## src/rtl/memwb_nor_bridge_pkg.sv

```systemverilog
// Shared definitions for the Wishbone-to-NOR bridge.
// Holds the NOR bus widths, the bridge FSM state encoding and the helper
// that sizes the optional WAIT timeout counter (MEMWB_NOR_TIMEOUT_EN).
package memwb_nor_bridge_pkg;

    localparam int unsigned NOR_ADDR_BITS = 24;
    localparam int unsigned NOR_DATA_BITS = 16;
    localparam int unsigned TMO_MIN_BITS  = 10;

    typedef enum logic [1:0] {
        ST_IDLE  = 2'd0,
        ST_ISSUE = 2'd1,
        ST_WAIT  = 2'd2,
        ST_RESP  = 2'd3
    } bridge_state_t;

    // Timeout counter width: wide enough for the limit, never below 10 bits.
    function automatic int unsigned tmo_bits(input int unsigned cyc);
        int unsigned need;
        need = $clog2(cyc + 1);
        return (need > TMO_MIN_BITS) ? need : TMO_MIN_BITS;
    endfunction

endpackage

```

## src/rtl/memwb_nor_bridge_fsfifo.sv

```systemverilog
// fsfifo: synchronous request queue for the bridge.
// Ports:
//   clk, rst          clock, asynchronous active-high reset (also used as flush)
//   push, push_data   write one entry (ignored when full and not popping)
//   pop, head         drop the head entry; head is the current head word
//   full, empty       occupancy flags
//   count             number of stored entries (0..DEPTH)
// DEPTH must be a power of two so the pointers wrap naturally.
module memwb_nor_bridge_fsfifo #(
    parameter int unsigned WIDTH = 8,
    parameter int unsigned DEPTH = 4
) (
    input  logic                     clk,
    input  logic                     rst,
    input  logic                     push,
    input  logic [WIDTH-1:0]         push_data,
    input  logic                     pop,
    output logic [WIDTH-1:0]         head,
    output logic                     full,
    output logic                     empty,
    output logic [$clog2(DEPTH):0]   count
);

    localparam int unsigned AW = $clog2(DEPTH);
    localparam int unsigned CW = AW + 1;

    logic [WIDTH-1:0] mem [DEPTH];
    logic [AW-1:0]    wr_ptr;
    logic [AW-1:0]    rd_ptr;
    logic             do_push;
    logic             do_pop;

    assign full    = (count == CW'(DEPTH));
    assign empty   = (count == '0);
    assign do_pop  = pop && !empty;
    // A pop frees the head slot this cycle, so a push at full still fits.
    assign do_push = push && (!full || do_pop);
    assign head    = mem[rd_ptr];

    // Pointer and occupancy tracking.
    always_ff @(posedge clk or posedge rst) begin
        if (rst) begin
            wr_ptr <= '0;
            rd_ptr <= '0;
            count  <= '0;
        end else begin
            if (do_push) wr_ptr <= wr_ptr + AW'(1);
            if (do_pop)  rd_ptr <= rd_ptr + AW'(1);
            count <= count + CW'(do_push) - CW'(do_pop);
        end
    end

    // Storage array; contents need no reset.
    always_ff @(posedge clk) begin
        if (do_push) mem[wr_ptr] <= push_data;
    end

endmodule

```

## src/rtl/memwb_nor_bridge.sv

```systemverilog
// memwb_nor_bridge: Wishbone-pipelined slave that queues requests from the
// QSPI control FSM and serialises them, one at a time, onto the NOR array
// controller, returning in-order ack/err with read data.
// Ports:
//   clk_i, reset_i                 clock, asynchronous active-high reset
//   wb_cyc_i/stb_i/we_i/adr_i/dat_i  Wishbone pipelined request
//   wb_stall_o (combinational), wb_ack_o, wb_err_o, wb_dat_o   Wishbone response
//   nor_req_o, nor_we_o, nor_adr_o, nor_dat_o   NOR operation (fields held until done)
//   nor_busy_i, nor_done_i, nor_dat_i           NOR controller status / read data
//   pending_o                      queued + in-flight request count (debug)
// Optional feature: define MEMWB_NOR_TIMEOUT_EN to bound WAIT to TIMEOUT_CYC
// cycles and answer an expired operation with wb_err_o.
module memwb_nor_bridge
    import memwb_nor_bridge_pkg::*;
#(
    parameter int unsigned ADDRBITS    = NOR_ADDR_BITS,
    parameter int unsigned DATABITS    = NOR_DATA_BITS,
    parameter int unsigned REQ_DEPTH   = 4,
    parameter int unsigned TIMEOUT_CYC = 1023
) (
    input  logic                        clk_i,
    input  logic                        reset_i,
    input  logic                        wb_cyc_i,
    input  logic                        wb_stb_i,
    input  logic                        wb_we_i,
    input  logic [ADDRBITS-1:0]         wb_adr_i,
    input  logic [DATABITS-1:0]         wb_dat_i,
    output logic                        wb_stall_o,
    output logic                        wb_ack_o,
    output logic                        wb_err_o,
    output logic [DATABITS-1:0]         wb_dat_o,
    output logic                        nor_req_o,
    output logic                        nor_we_o,
    output logic [ADDRBITS-1:0]         nor_adr_o,
    output logic [DATABITS-1:0]         nor_dat_o,
    input  logic                        nor_busy_i,
    input  logic                        nor_done_i,
    input  logic [DATABITS-1:0]         nor_dat_i,
    output logic [$clog2(REQ_DEPTH):0]  pending_o
);

    localparam int unsigned QW = 1 + ADDRBITS + DATABITS;
    localparam int unsigned CW = $clog2(REQ_DEPTH) + 1;

    // Elaboration-time sanity check of the configuration.
    if (REQ_DEPTH < 2 || (REQ_DEPTH & (REQ_DEPTH - 1)) != 0 || TIMEOUT_CYC == 0) begin : g_bad_cfg
        $error("memwb_nor_bridge: REQ_DEPTH must be a power of two >= 2 and TIMEOUT_CYC > 0");
    end

    bridge_state_t       state;
    bridge_state_t       next_state;

    logic                fifo_rst_c;
    logic                push_c;
    logic                pop_c;
    logic [QW-1:0]       q_head;
    logic                q_full;
    logic                q_empty;
    logic [CW-1:0]       q_count;

    logic                abort_q;
    logic                suppress_c;
    logic [DATABITS-1:0] rd_data_q;
    logic                done_c;

    logic                req_d;
    logic                ack_d;
    logic                err_d;
    logic [DATABITS-1:0] dat_d;

    logic                tmo_hit_c;
    logic                tmo_err_q;

    // Dropping wb_cyc_i flushes every unissued entry immediately.
    assign fifo_rst_c = reset_i || !wb_cyc_i;
    assign wb_stall_o = q_full || !wb_cyc_i;
    assign push_c     = wb_cyc_i && wb_stb_i && !wb_stall_o;
    assign pending_o  = q_count + CW'(state != ST_IDLE);

    // An operation seen with wb_cyc_i low is still completed on the NOR side
    // but answered silently.
    assign suppress_c = abort_q || !wb_cyc_i;

    // Completion counts in ISSUE as well as WAIT.
    assign done_c = nor_done_i && (state == ST_ISSUE || state == ST_WAIT);

    memwb_nor_bridge_fsfifo #(
        .WIDTH (QW),
        .DEPTH (REQ_DEPTH)
    ) u_fsfifo (
        .clk       (clk_i),
        .rst       (fifo_rst_c),
        .push      (push_c),
        .push_data ({wb_we_i, wb_adr_i, wb_dat_i}),
        .pop       (pop_c),
        .head      (q_head),
        .full      (q_full),
        .empty     (q_empty),
        .count     (q_count)
    );

`ifdef MEMWB_NOR_TIMEOUT_EN
    localparam int unsigned TMO_W = tmo_bits(TIMEOUT_CYC);

    logic [TMO_W-1:0] tmo_cnt;

    assign tmo_hit_c = (state == ST_WAIT) && !nor_done_i &&
                       (tmo_cnt == TMO_W'(TIMEOUT_CYC - 1));

    // WAIT cycle counter; cleared while issuing so it starts at 0 in WAIT.
    always_ff @(posedge clk_i or posedge reset_i) begin
        if (reset_i) begin
            tmo_cnt   <= '0;
            tmo_err_q <= 1'b0;
        end else if (state == ST_ISSUE) begin
            tmo_cnt   <= '0;
            tmo_err_q <= 1'b0;
        end else if (state == ST_WAIT) begin
            tmo_cnt <= tmo_cnt + TMO_W'(1);
            if (tmo_hit_c) tmo_err_q <= 1'b1;
        end
    end
`else
    assign tmo_hit_c = 1'b0;
    assign tmo_err_q = 1'b0;
`endif

    // State register.
    always_ff @(posedge clk_i or posedge reset_i) begin
        if (reset_i) state <= ST_IDLE;
        else         state <= next_state;
    end

    // Next state and next values of the registered outputs.
    always_comb begin
        next_state = state;
        pop_c      = 1'b0;
        req_d      = 1'b0;
        ack_d      = 1'b0;
        err_d      = 1'b0;
        dat_d      = '0;
        case (state)
            ST_IDLE: begin
                if (!q_empty && !nor_busy_i) begin
                    pop_c      = 1'b1;
                    next_state = ST_ISSUE;
                end
            end
            ST_ISSUE: begin
                req_d      = 1'b1;
                next_state = nor_done_i ? ST_RESP : ST_WAIT;
            end
            ST_WAIT: begin
                if (nor_done_i || tmo_hit_c) next_state = ST_RESP;
            end
            ST_RESP: begin
                next_state = ST_IDLE;
                if (!suppress_c) begin
                    if (tmo_err_q) begin
                        err_d = 1'b1;
                    end else begin
                        ack_d = 1'b1;
                        dat_d = rd_data_q;
                    end
                end
            end
            default: next_state = ST_IDLE;
        endcase
    end

    // Operation registers, response registers and abort tracking.
    always_ff @(posedge clk_i or posedge reset_i) begin
        if (reset_i) begin
            nor_req_o <= 1'b0;
            nor_we_o  <= 1'b0;
            nor_adr_o <= '0;
            nor_dat_o <= '0;
            wb_ack_o  <= 1'b0;
            wb_err_o  <= 1'b0;
            wb_dat_o  <= '0;
            rd_data_q <= '0;
            abort_q   <= 1'b0;
        end else begin
            nor_req_o <= req_d;
            wb_ack_o  <= ack_d;
            wb_err_o  <= err_d;
            wb_dat_o  <= dat_d;
            if (pop_c) {nor_we_o, nor_adr_o, nor_dat_o} <= q_head;
            if (done_c) rd_data_q <= nor_we_o ? '0 : nor_dat_i;
            if (next_state == ST_IDLE)                 abort_q <= 1'b0;
            else if (!wb_cyc_i && state != ST_IDLE)    abort_q <= 1'b1;
        end
    end

endmodule

```

## config.mk

```make
export PLATFORM = sky130hd
export DESIGN_NAME = memwb_nor_bridge
export DESIGN_NICKNAME = d
export VERILOG_FILES = /design/src/rtl/memwb_nor_bridge_pkg.sv /design/src/rtl/memwb_nor_bridge_fsfifo.sv /design/src/rtl/memwb_nor_bridge.sv
export SDC_FILE = /design/constraint.sdc
export NUM_CORES = 1
export LEC_CHECK = 0
export BUFFER_PORTS_ARGS = -buffer_cell sky130_fd_sc_hd__buf_2
export CAP_MARGIN = 20
export CORE_MARGIN = 2
export CORE_UTILIZATION = 31
export DETAILED_ROUTE_END_ITERATION = 10
export PLACE_DENSITY = 0.59
export SYNTH_ARGS = -nofsm -noshare
export SYNTH_HDL_FRONTEND = slang
export SYNTH_HIERARCHICAL = 1
export SYNTH_SLANG_ARGS = --single-unit
```

## constraint.sdc

```tcl
create_clock -name clk_i -period 4.4 [get_ports clk_i]
set_clock_uncertainty 0.15 [all_clocks]
set_input_delay 0.88 -clock clk_i [delete_from_list [all_inputs] [get_ports clk_i]]
set_output_delay 0.88 -clock clk_i [all_outputs]
set_load 0.005 [all_outputs]
```

==> results.md, run 1 <==
* Final setup viols at 0
* Post-CTS setup buffer count at 0
* Die area at between 0.03 and 0.04 mm2
* Dpl hpwl at 12100 um
* CTS Root Cell: clkbuf_16
* Hold_buf cts at 0
* Simple-Gate Fraction of Synth Area at around 4.2%
* Via-per-instance ratio at 4.49
* WS Path Type: register to register
* Mux cell area share after synthesis at between 10% and 20%
* Sequential Power Share at 47.5%
* Relative slew margins at 30.8%
* Synth warn at 6
* Resized Gates After CTS at 0
* Clk buf depth at 3
* Synthesized Nets at roughly 550
* I/O Pins at about 130
* Clock transition at path regs at 60 ps
* CP Capture Type: register
* Worst r2r src: state[0]$_DFF_PP0_
* Post-Syn Instances at between 400 and 500
* Int Pwr at 5.25 mW
* Slew Limit Fails at 0
* R2R Path End: u_fsfifo/mem[2][12]$_DFFE_PP_
* Pwr/cell area at around 640 mW/mm2
* # Max-Cap Violations at 0
* Peak VDD IR at roughly 0.33 mV
* Period utilisation layout at 73.0%
* Final hold vios at 0
* Crit path arrival time at 3290 ps
* Total number of vias at 4604
* Largest family of logic cells by synthesized area: multiplexers
* PortBufs at 125
* Synth Register Bits at 249
* CP Launch Type: register
* Die H at 178 um
* Placement Rows at 63
* Max FO, Critical Path at 22
* Clock group share of total power at 29.2%
* RSZ-0062 raised after global routing: false
* Synth Area in Adders at approximately 1.7%
* Core area at 0.0297 mm2
* Final GP Congestion at approximately 0.75
* Largest net degree at the start of global routing at 59
* Setup TNS at 0 ps
* TritonCTS clock tree: yes
* LEAKAGE at 4.32 nW
* DRT Pass-1 Iters at 4
* Area Growth Syn to Fin at 20.3%
* Clock period minus final worst setup slack at roughly 3200 ps
* Fillers at 2733
* Worst EP required at 4470 ps
* Wirelength per Cell at 17.8 um
* Initial antenna violation count at 2
* Sequential element share of the synthesized area at 75.1%
* Overall die width at approximately 180 um
* Fin nets at 691
* Switching power at between 2 and 2.5 mW
* Syn_area_per_cell at 19.7 um2
* Number of global-route vias before repair at roughly 5000
* Clock latency on the worst-skew pair at 520 ps
* # diodes at 0
* First-pass GRT wire length at 27900 um
* TritonCTS Buffers at 26
* DRC viols at 0
* Min-delay worst type: primary input to async pin
* Post-Syn Area at 0.00939 mm2
* Sw Ratio at 27.6%
* H-Tree Depth at 1
* Status: finished clean
* Compound-gate portion of the synthesized area at about 1.5%
* Fmax at 311 MHz
* Netlist cell types at 32
* Clock sink count at 249
* Hold WS at 220 ps
* Register-to-Register Setup Slack at approximately 1200 ps
* Final WL at about 18000 um
* Combinational Power Share at ~23%
* Worst R2R Path Depth at 9
* Post-route ant nets at 0
* Overall routing resource usage at 11.5%
* Slew at the pin closest to its max-slew limit at 1040 ps
* Starting DRC count in detailed routing at 265
* Initial core utilization at 31.6%
* Xor/xnor share of the synthesized area at less than 1%
* Tot Pwr at a little over 7 mW
* Fraction of layout cells with a size suffix above 1 at 41.2%
* Total grt overflow at 0
[power by group through the flow]
stage	Sequential (mW)	Combinational (mW)	Clock, mW
final	3.45	1.69	2.12
after global routing	3.54	1.86	2.28
after CTS	3.48	1.73	2.18
after detailed placement	3.52	1.72	0
after global placement	3.48	1.68	0
after floorplan	3.26	1.34	0
[layout by cell type (no fill, tap or decap), types with 3 or more instances in the layout]
| cell type | netlist | layout |
|---|---|---|
| ha_1 | 11 | 11 |
| and2_1 | 20 | 16 |
| clkinv_2 | 0 | 3 |
| nor3_1 | 3 | 3 |
| dfrtp_1 | 85 | 83 |
| xnor2_1 | 4 | 4 |
| clkbuf_1 | 5 | 5 |
| edfxtp_1 | 164 | 164 |
| o21ai_0 | 17 | 17 |
| mux2_2 | 39 | 39 |
| nand2b_1 | 18 | 18 |
| clkinv_1 | 0 | 7 |
| mux4_2 | 41 | 41 |
| buf_2 | 4 | 125 |
| and2_2 | 0 | 4 |
| clkbuf_16 | 0 | 27 |
| buf_12 | 0 | 3 |
| nor2_1 | 8 | 8 |
| buf_4 | 1 | 4 |
| inv_1 | 9 | 8 |
| nand2_1 | 19 | 19 |
[metrics by stage]
| stage | setup WS, ps | std cells | area [um2] | util, % |
|---|---|---|---|---|
| after detailed placement | 1030 | 978 | 10500 | 35.2 |
| after CTS | 1160 | 1026 | 11300 | 38.0 |
| after global routing | 960 | 1026 | 11300 | 38.0 |
| after floorplan | 1130 | 476 | 9390 | - |
| final | 1190 | 1026 | 11300 | 38.0 |
| after global placement | 1090 | 978 | 10500 | 35.2 |
[sequential cells by signal, indices dropped and copies added, names as in the netlist]
register	count
abort_q	1
nor_adr_o	24
nor_dat_o	16
nor_req_o	1
nor_we_o	1
rd_data_q	16
state	2
u_fsfifo/count	3
u_fsfifo/mem	164
u_fsfifo/rd_ptr	2
u_fsfifo/wr_ptr	2
wb_ack_o	1
wb_dat_o	16
[metal layers]
| layer | part of all wire, % | vias up | routed length (um) | global-route usage (%) |
|---|---|---|---|---|
| met1 | 43 | 2347 | 7790 | 14.7 |
| met5 | 0.12 | - | 22 | 0 |
| met4 | 2.4 | 4 | 430 | 3.04 |
| met2 | 49 | 135 | 8970 | 19.9 |
| met3 | 5.9 | 37 | 1080 | 2.62 |
| li1 | - | 2081 | - | - |
[worst max path at each step]
stage | start | endpoint | slack [ps] | depth (start not counted)
final | state[0]$_DFF_PP0_ | u_fsfifo/mem[2][12]$_DFFE_PP_ | 1190 | 9
after global placement | nor_busy_i | u_fsfifo/mem[2][12]$_DFFE_PP_ | 1090 | 7
after CTS | state[0]$_DFF_PP0_ | u_fsfifo/mem[1][23]$_DFFE_PP_ | 1160 | 9
after floorplan | nor_busy_i | u_fsfifo/mem[0][0]$_DFFE_PP_ | 1130 | 5
after detailed placement | nor_busy_i | u_fsfifo/mem[1][26]$_DFFE_PP_ | 1030 | 7
after global routing | state[0]$_DFF_PP0_ | u_fsfifo/mem[1][31]$_DFFE_PP_ | 960 | 9
[cell usage after synthesis (all sizes together)]
library cell  number  area, um2
edfxtp           164       4920
dfrtp             85       2130
mux2              42        477
mux4              41        923
and2              20        125
nand2             19       71.3
nand2b            18        113
o21ai             17       85.1
buf               15        133
ha                11        138
inv               11       41.3
nor2               8       30.0
clkbuf             5       18.8
nor3               4       31.3
xnor2              4       35.0
o21a               2       15.0
xor2               2       17.5
a21bo              1       10.0
a21boi             1       11.3
a21oi              1       5.00
conb               1       3.75
fa                 1       20.0
nor3b              1       18.8
o31ai              1       12.5
or2                1       6.26
[cells by family after synthesis]
group           Yosys count
simple gates             71
flops                   249
buf+inv                  31
xor+xnor                  6
other cells               1
mux                      83
compound gates           23
fa+ha+maj                12
[critical path, cell delays in order, from the launching register on]
cell and delay, ps:
dfrtp_1 430, inv_1 110, ha_1 240, inv_2 90, nor3_4 190, buf_4 340, inv_1 90, a21boi_2 330
and2_2 670, buf_12 260
[area by class of cell]
type / instances / area, um2 / share of cell area, %
well taps: 390 / 488 / 4.32
inverters: 11 / 43.8 / 0.388
multi-input cells: 196 / 2150 / 19.1
flip-flops and latches: 249 / 7060 / 62.5
clock inverters: 14 / 116 / 1.03
clock buffers: 34 / 722 / 6.39
repair buffers: 132 / 716 / 6.34
Note: power is estimated with default switching activity, not from simulation.
==> run 2, diff against run 1 <==
Clock period 4.4 ns to 3.3 ns, I/O delays scaled along.
==> run 2 against run 1 <==
Against the previous run: routed wire length rose by 1.2%; via count fell by 0.15%; sequential share of layout area fell by 0.45 points; total power rose by 36%.
==> results.md, run 2 (synthesis results as in run 1) <==
* RSZ-0062 raised after global routing: false
* Die H at 178 um (unchanged)
* Status: finished clean
* Fmax at 354 MHz
* Initial antenna violation count at 3 (+1)
* Slew Limit Fails at 0 (unchanged)
* Relative slew margins at 37.5% (+6.7 points)
* I/O Pins at 127 (unchanged)
* Via-per-instance ratio at 4.44 (-1.1%)
* Area Growth Syn to Fin at 21.1%
* Final setup viols at 0 (unchanged)
* Peak VDD IR at 0.501 mV (+53%)
* Biggest register: u_fsfifo/mem
* Tot Pwr at 9.83 mW (+36%)
* Pre-CTS setup slack at 686 ps (-348 ps)
* Final GP Congestion at 0.702 (-6.3%)
* CP Capture Type: primary output
* Core Util, Final at 38.3% (+0.27 points)
* # Max-Cap Violations at 0 (unchanged)
* Post-DP Area at 0.0105 mm2 (+0.26%)
* Total grt overflow at 0 (unchanged)
* Resized Gates After CTS at 0 (unchanged)
* Final hold vios at 0 (unchanged)
* Crit path arrival time at 2010 ps (-1280 ps)
* Dpl hpwl at 11800 um (-2.3%)
* TritonCTS clock tree: yes
* Total number of vias at 4597 (-0.15%)
* Most frequent cells in the layout: edfxtp_1, buf_2, dfrtp_1, mux4_2, mux2_2
* Wirelength per Cell at 17.9 um (+0.24%)
* CP Launch Type: register
* Worst EP required at 2490 ps (-1980 ps)
* Hold_buf cts at 1 (+1)
* Starting DRC count in detailed routing at 219 (-17%)
* Number of flip-flops in the largest register at 164 (unchanged)
* Overall die width at 178 um (unchanged)
* Commonest non-fill, non-tap cell in the layout: edfxtp_1
* Non-filler cells, final at 1036 (+0.97%)
* Fin nets at 700 (+1.3%)
* Clock period minus final worst setup slack at about 2800 ps
* DRT Pass-1 Iters at 4 (unchanged)
* Clock sink count at 249 (unchanged)
* First-pass GRT wire length at 29000 um (+4.0%)
* Clock transition at path regs at 60 ps (about the same)
* Placement Rows at 63 (unchanged)
* Overall routing resource usage at 12.0% (+0.45 points)
* WS Path Type: register to primary output
* Post-CTS setup buffer count at 0 (unchanged)
* Clk buf depth at 3 (unchanged)
* Min-delay worst type: primary input to async pin
* Setup ws final at 476 ps (-713 ps)
* LEAKAGE at 4.39 nW (+1.5%)
* Die area at 0.0317 mm2 (unchanged)
* Number of global-route vias before repair at 5020 (+1.3%)
* Biggest registers after layout: u_fsfifo/mem (164), nor_adr_o (24)
* Period utilisation layout at 85.6%
* Fraction of layout cells with a size suffix above 1 at 42.5% (+1.3 points)
* Final WL at 18500 um (+1.2%)
* H-Tree Depth at 1 (unchanged)
* DRC viols at 0 (unchanged)
* Setup TNS at 0 ps (unchanged)
* Fin area at 0.0114 mm2 (+0.72%)
* Core area at 0.0297 mm2 (unchanged)
* PortBufs at 125 (unchanged)
* Cell total after placement at 985 (+0.72%)
* Slew at the pin closest to its max-slew limit at 934 ps (-105 ps)
* Initial core utilization at 31.6% (unchanged)
* TritonCTS Buffers at 27 (+3.8%)
* Hold WS at 136 ps (-83.4 ps)
* Max FO, Critical Path at 5 (-77%)
* Clock latency on the worst-skew pair at 520 ps (about the same)
* Post-route ant nets at 0 (unchanged)
* Pwr/cell area at 864 mW/mm2 (+35%)
* Largest net degree at the start of global routing at 52 (-12%)
* CTS Root Cell: clkbuf_16
==> run 2: cell count changes in the layout (fill, tap and decap cells not counted), sizes merged <==
| cell | delta |
|---|---|
| clkinv | -2 |
| clkbuf | +3 |
| diode | +1 |
| clkinvlp | -1 |
| buf | +7 |
| dlygate4sd3 | +1 |
| bufinv | +1 |
==> run 2: layout make-up <==
| cell class | count | area [um2] |
|---|---|---|
| diodes | 1 | 2.50 |
| clock buffers | 37 | 743 |
| clock inverters | 12 | 136 |
| fillers | 2724 | 18300 |
| inverters | 11 | 43.8 |
| multi-input cells | 196 | 2150 |
| flip-flops and latches | 249 | 7060 |
| well taps | 390 | 488 |
| repair buffers | 140 | 753 |
==> run 2: layer usage <==
metal,routed length [um],part of all wire [%],vias to the layer above,GRT usage [%]
li1,-,-,2107,-
met1,7890,43,2326,15.1
met2,9060,49,128,20.8
met3,1180,6.4,32,3.05
met4,357,1.9,4,2.73
met5,28,0.15,-,0
==> run 2: worst paths after layout <==
check,from,to,slack [ps],cells past startpoint
worst max-delay path,state[0]$_DFF_PP0_,pending_o[2],480,7
worst min-delay path,reset_i,nor_adr_o[15]$_DFFE_PP0P_,140,2
worst max register to register,u_fsfifo/count[0]$_DFF_PP0_,u_fsfifo/count[2]$_DFF_PP0_,680,9
worst min register to register,rd_data_q[7]$_DFFE_PP0P_,wb_dat_o[7]$_DFF_PP0_,320,1
max in group asynchronous,reset_i,u_fsfifo/rd_ptr[0]$_DFFE_PP0N_,2080,4
min in group clk_i,wb_dat_i[6],u_fsfifo/mem[3][6]$_DFFE_PP_,210,1
==> run 2: where the power goes <==
part           internal, mW  switching (mW)
Clock                  1.80            1.16
Combinational          1.32            1.08
Sequential             4.02           0.453
Total                  7.14            2.69
==> run 2: critical path, cell delays in order (launching register included) <==
cell     delay, ps
dfrtp_1        420
inv_1          100
ha_1           230
inv_2           80
ha_1           200
ha_1           190
xor2_1         150
buf_2          130
==> run 3, diff against run 2 <==
Settings changed: PLACE_DENSITY 0.59 to 0.61.
Clock period 3.3 ns to 2.3 ns, I/O delays scaled along.
==> run 3 against run 2 <==
Against the previous run: the run now ends with setup timing left; count of clock-buffer cells in the layout rose by 3; via count rose by 5.4%; clock power rose by 52%; largest power group unchanged; critical endpoint is now u_fsfifo/count[1]$_DFF_PP0_.
==> results.md, run 3 (synthesis results as in run 1) <==
* DRC viols at 0 (unchanged)
* Min-delay worst type: primary input to register
* First-pass GRT wire length at 28400 um (-1.9%)
* H-Tree Depth at 1 (unchanged)
* Core area at 0.0297 mm2 (unchanged)
* Biggest registers after layout: u_fsfifo/mem (164), nor_adr_o (24)
* Slew Limit Fails at 0 (unchanged)
* Die area at 0.0317 mm2 (unchanged)
* Number of flip-flops in the largest register at 164 (unchanged)
* TritonCTS clock tree: yes
* Setup ws final at -177 ps (-652 ps)
* Clk buf depth at 3 (unchanged)
* I/O Pins at 127 (unchanged)
* Hold WS at 12.7 ps (-124 ps)
* Final hold vios at 0 (unchanged)
* Overall routing resource usage at 11.8% (-0.23 points)
* Dpl hpwl at 12800 um (+8.5%)
* Most frequent cells in the layout: edfxtp_1, buf_2, dfrtp_1, mux4_2, mux2_2
* RSZ-0062 raised after global routing: true
* Starting DRC count in detailed routing at 248 (+13%)
* Largest net degree at the start of global routing at 42 (-19%)
* Crit path arrival time at 2730 ps (+720 ps)
* Total grt overflow at 0 (unchanged)
* Initial core utilization at 31.6% (unchanged)
* CP Capture Type: register
* GRT met1 Usage at 16.3% (+1.2 points)
* Final WL at 19100 um (+3.2%)
* PortBufs at 125 (unchanged)
* Status: finished with violations
* Wirelength per Cell at 17.3 um (-3.1%)
* Fillers at 2667 (-2.1%)
* Pre-CTS setup slack at -50.2 ps (-737 ps)
* WS Path Type: register to register
* Post-DP Area at 0.0109 mm2 (+4.1%)
* CTS Root Cell: clkbuf_16
* Final setup viols at 168 (+168)
* Failing checks: setup timing
* LEAKAGE at 4.83 nW (+10%)
* Pwr/cell area at 1220 mW/mm2 (+41%)
* Tot Pwr at 15.2 mW (+54%)
* Total number of vias at 4847 (+5.4%)
* Clock transition at path regs at 60 ps (about the same)
* Fmax at about 400 MHz
* Post-route ant nets at 0 (unchanged)
* Fraction of layout cells with a size suffix above 1 at 45.6% (+3.1 points)
* GRT busiest layer: met2
* Worst EP required at 2550 ps (+60 ps)
* Number of global-route vias before repair at 4896 (-2.5%)
* Via-per-instance ratio at 4.39 (-0.97%)
* Relative slew margins at 34.9% (-2.6 points)
* # Max-Cap Violations at 0 (unchanged)
* Peak VDD IR at 0.650 mV (+30%)
* CP Launch Type: register
* Initial antenna violation count at 1 (-2)
* Max FO, Critical Path at 3 (-2)
* Die H at 178 um (unchanged)
* Fin area at 0.0124 mm2 (+9.3%)
* Final GP Congestion at 0.716 (+2.1%)
* DRT Pass-1 Iters at 4 (unchanged)
* Met2 Resource Use GR at 19.0% (-1.7 points)
* Met3 usage at 2.11% (-0.94 points)
* Clock period minus final worst setup slack at 2480 ps
* Clock sink count at 249 (unchanged)
* Area Growth Syn to Fin at 32.4%
* Slew at the pin closest to its max-slew limit at 972 ps (+38.4 ps)
* Overall die width at 178 um (unchanged)
* Commonest non-fill, non-tap cell in the layout: edfxtp_1
* # diodes at 0 (-1)
* TritonCTS Buffers at 27 (unchanged)
* Period utilisation layout at 108%
* Biggest register: u_fsfifo/mem
* Fin nets at 767 (+9.6%)
* Clock latency on the worst-skew pair at 530 ps (about the same)
* Placement Rows at 63 (unchanged)
* Setup TNS at -11660 ps (-11660 ps)
==> run 3: cell count changes in the layout (fill, tap and decap cells not counted), moves of 6 or more <==
cell | before | now
buf_12 | 1 | 18
buf_4 | 13 | 23
buf_6 | 0 | 6
clkbuf_16 | 27 | 33
dlygate4sd3_1 | 1 | 32
==> run 3: critical path, stage by stage, from the launching register on <==
cell and delay (ps):
dfrtp_1 390, inv_2 80, ha_4 150, inv_4 40, buf_6 100, nor3_4 250, o31ai_4 130, or2_4 270
a21bo_1 180, ha_2 180, fa_2 430
==> run 3: repair_timing <==
item	in CTS	in global routing
setup endpoints to repair	5	168
resized for setup	7	7
cloned	0	6
hold endpoints to repair	133	0
pin swaps	7	8
hold buffers	32	0
buffers inserted	2	5
==> run 3: final cells by class <==
| cell class | instances | area [um2] | share of cell area (%) |
|---|---|---|---|
| clock buffers | 40 | 810 | 6.51 |
| multi-input cells | 196 | 2230 | 18.0 |
| clock inverters | 10 | 138 | 1.11 |
| flip-flops and latches | 249 | 7060 | 56.8 |
| repair buffers | 207 | 1660 | 13.4 |
| inverters | 11 | 47.5 | 0.382 |
| well taps | 390 | 488 | 3.92 |
==> run 3: worst paths after layout <==
kind	startpoint	end	slack, ps	cells after the start
setup / recovery	state[0]$_DFF_PP0_	u_fsfifo/count[1]$_DFF_PP0_	-180	10
hold / removal	wb_adr_i[5]	u_fsfifo/mem[2][21]$_DFFE_PP_	10	1
setup reg to reg	state[0]$_DFF_PP0_	u_fsfifo/count[1]$_DFF_PP0_	-180	10
hold reg to reg	rd_data_q[1]$_DFFE_PP0P_	rd_data_q[1]$_DFFE_PP0P_	320	2
max in group asynchronous	reset_i	u_fsfifo/rd_ptr[0]$_DFFE_PP0N_	1070	5
min in group asynchronous	reset_i	rd_data_q[11]$_DFFE_PP0P_	320	3
==> run 3: power breakdown <==
part	switching (mW)	total, mW	internal [mW]	leakage, nW
logic	1.97	4.48	2.51	1.81
clock network	1.71	4.50	2.78	0.471
registers	0.419	6.18	5.77	2.54
total	4.10	15.2	11.1	4.83
==> run 3: metal layers <==
layer | routed length [um] | vias up
li1 | - | 2245
met1 | 8550 | 2448
met2 | 9180 | 119
met3 | 923 | 33
met4 | 445 | 2
met5 | 15 | -
==> run 3: stage by stage <==
stage | utilization (%) | instances
6_report | 41.8 | 1103
5_1_grt | 41.8 | 1103
4_1_cts | 41.2 | 1092
3_5_place_dp | 36.7 | 1008
3_3_place_gp | 36.7 | 1008
2_1_floorplan | - | 476
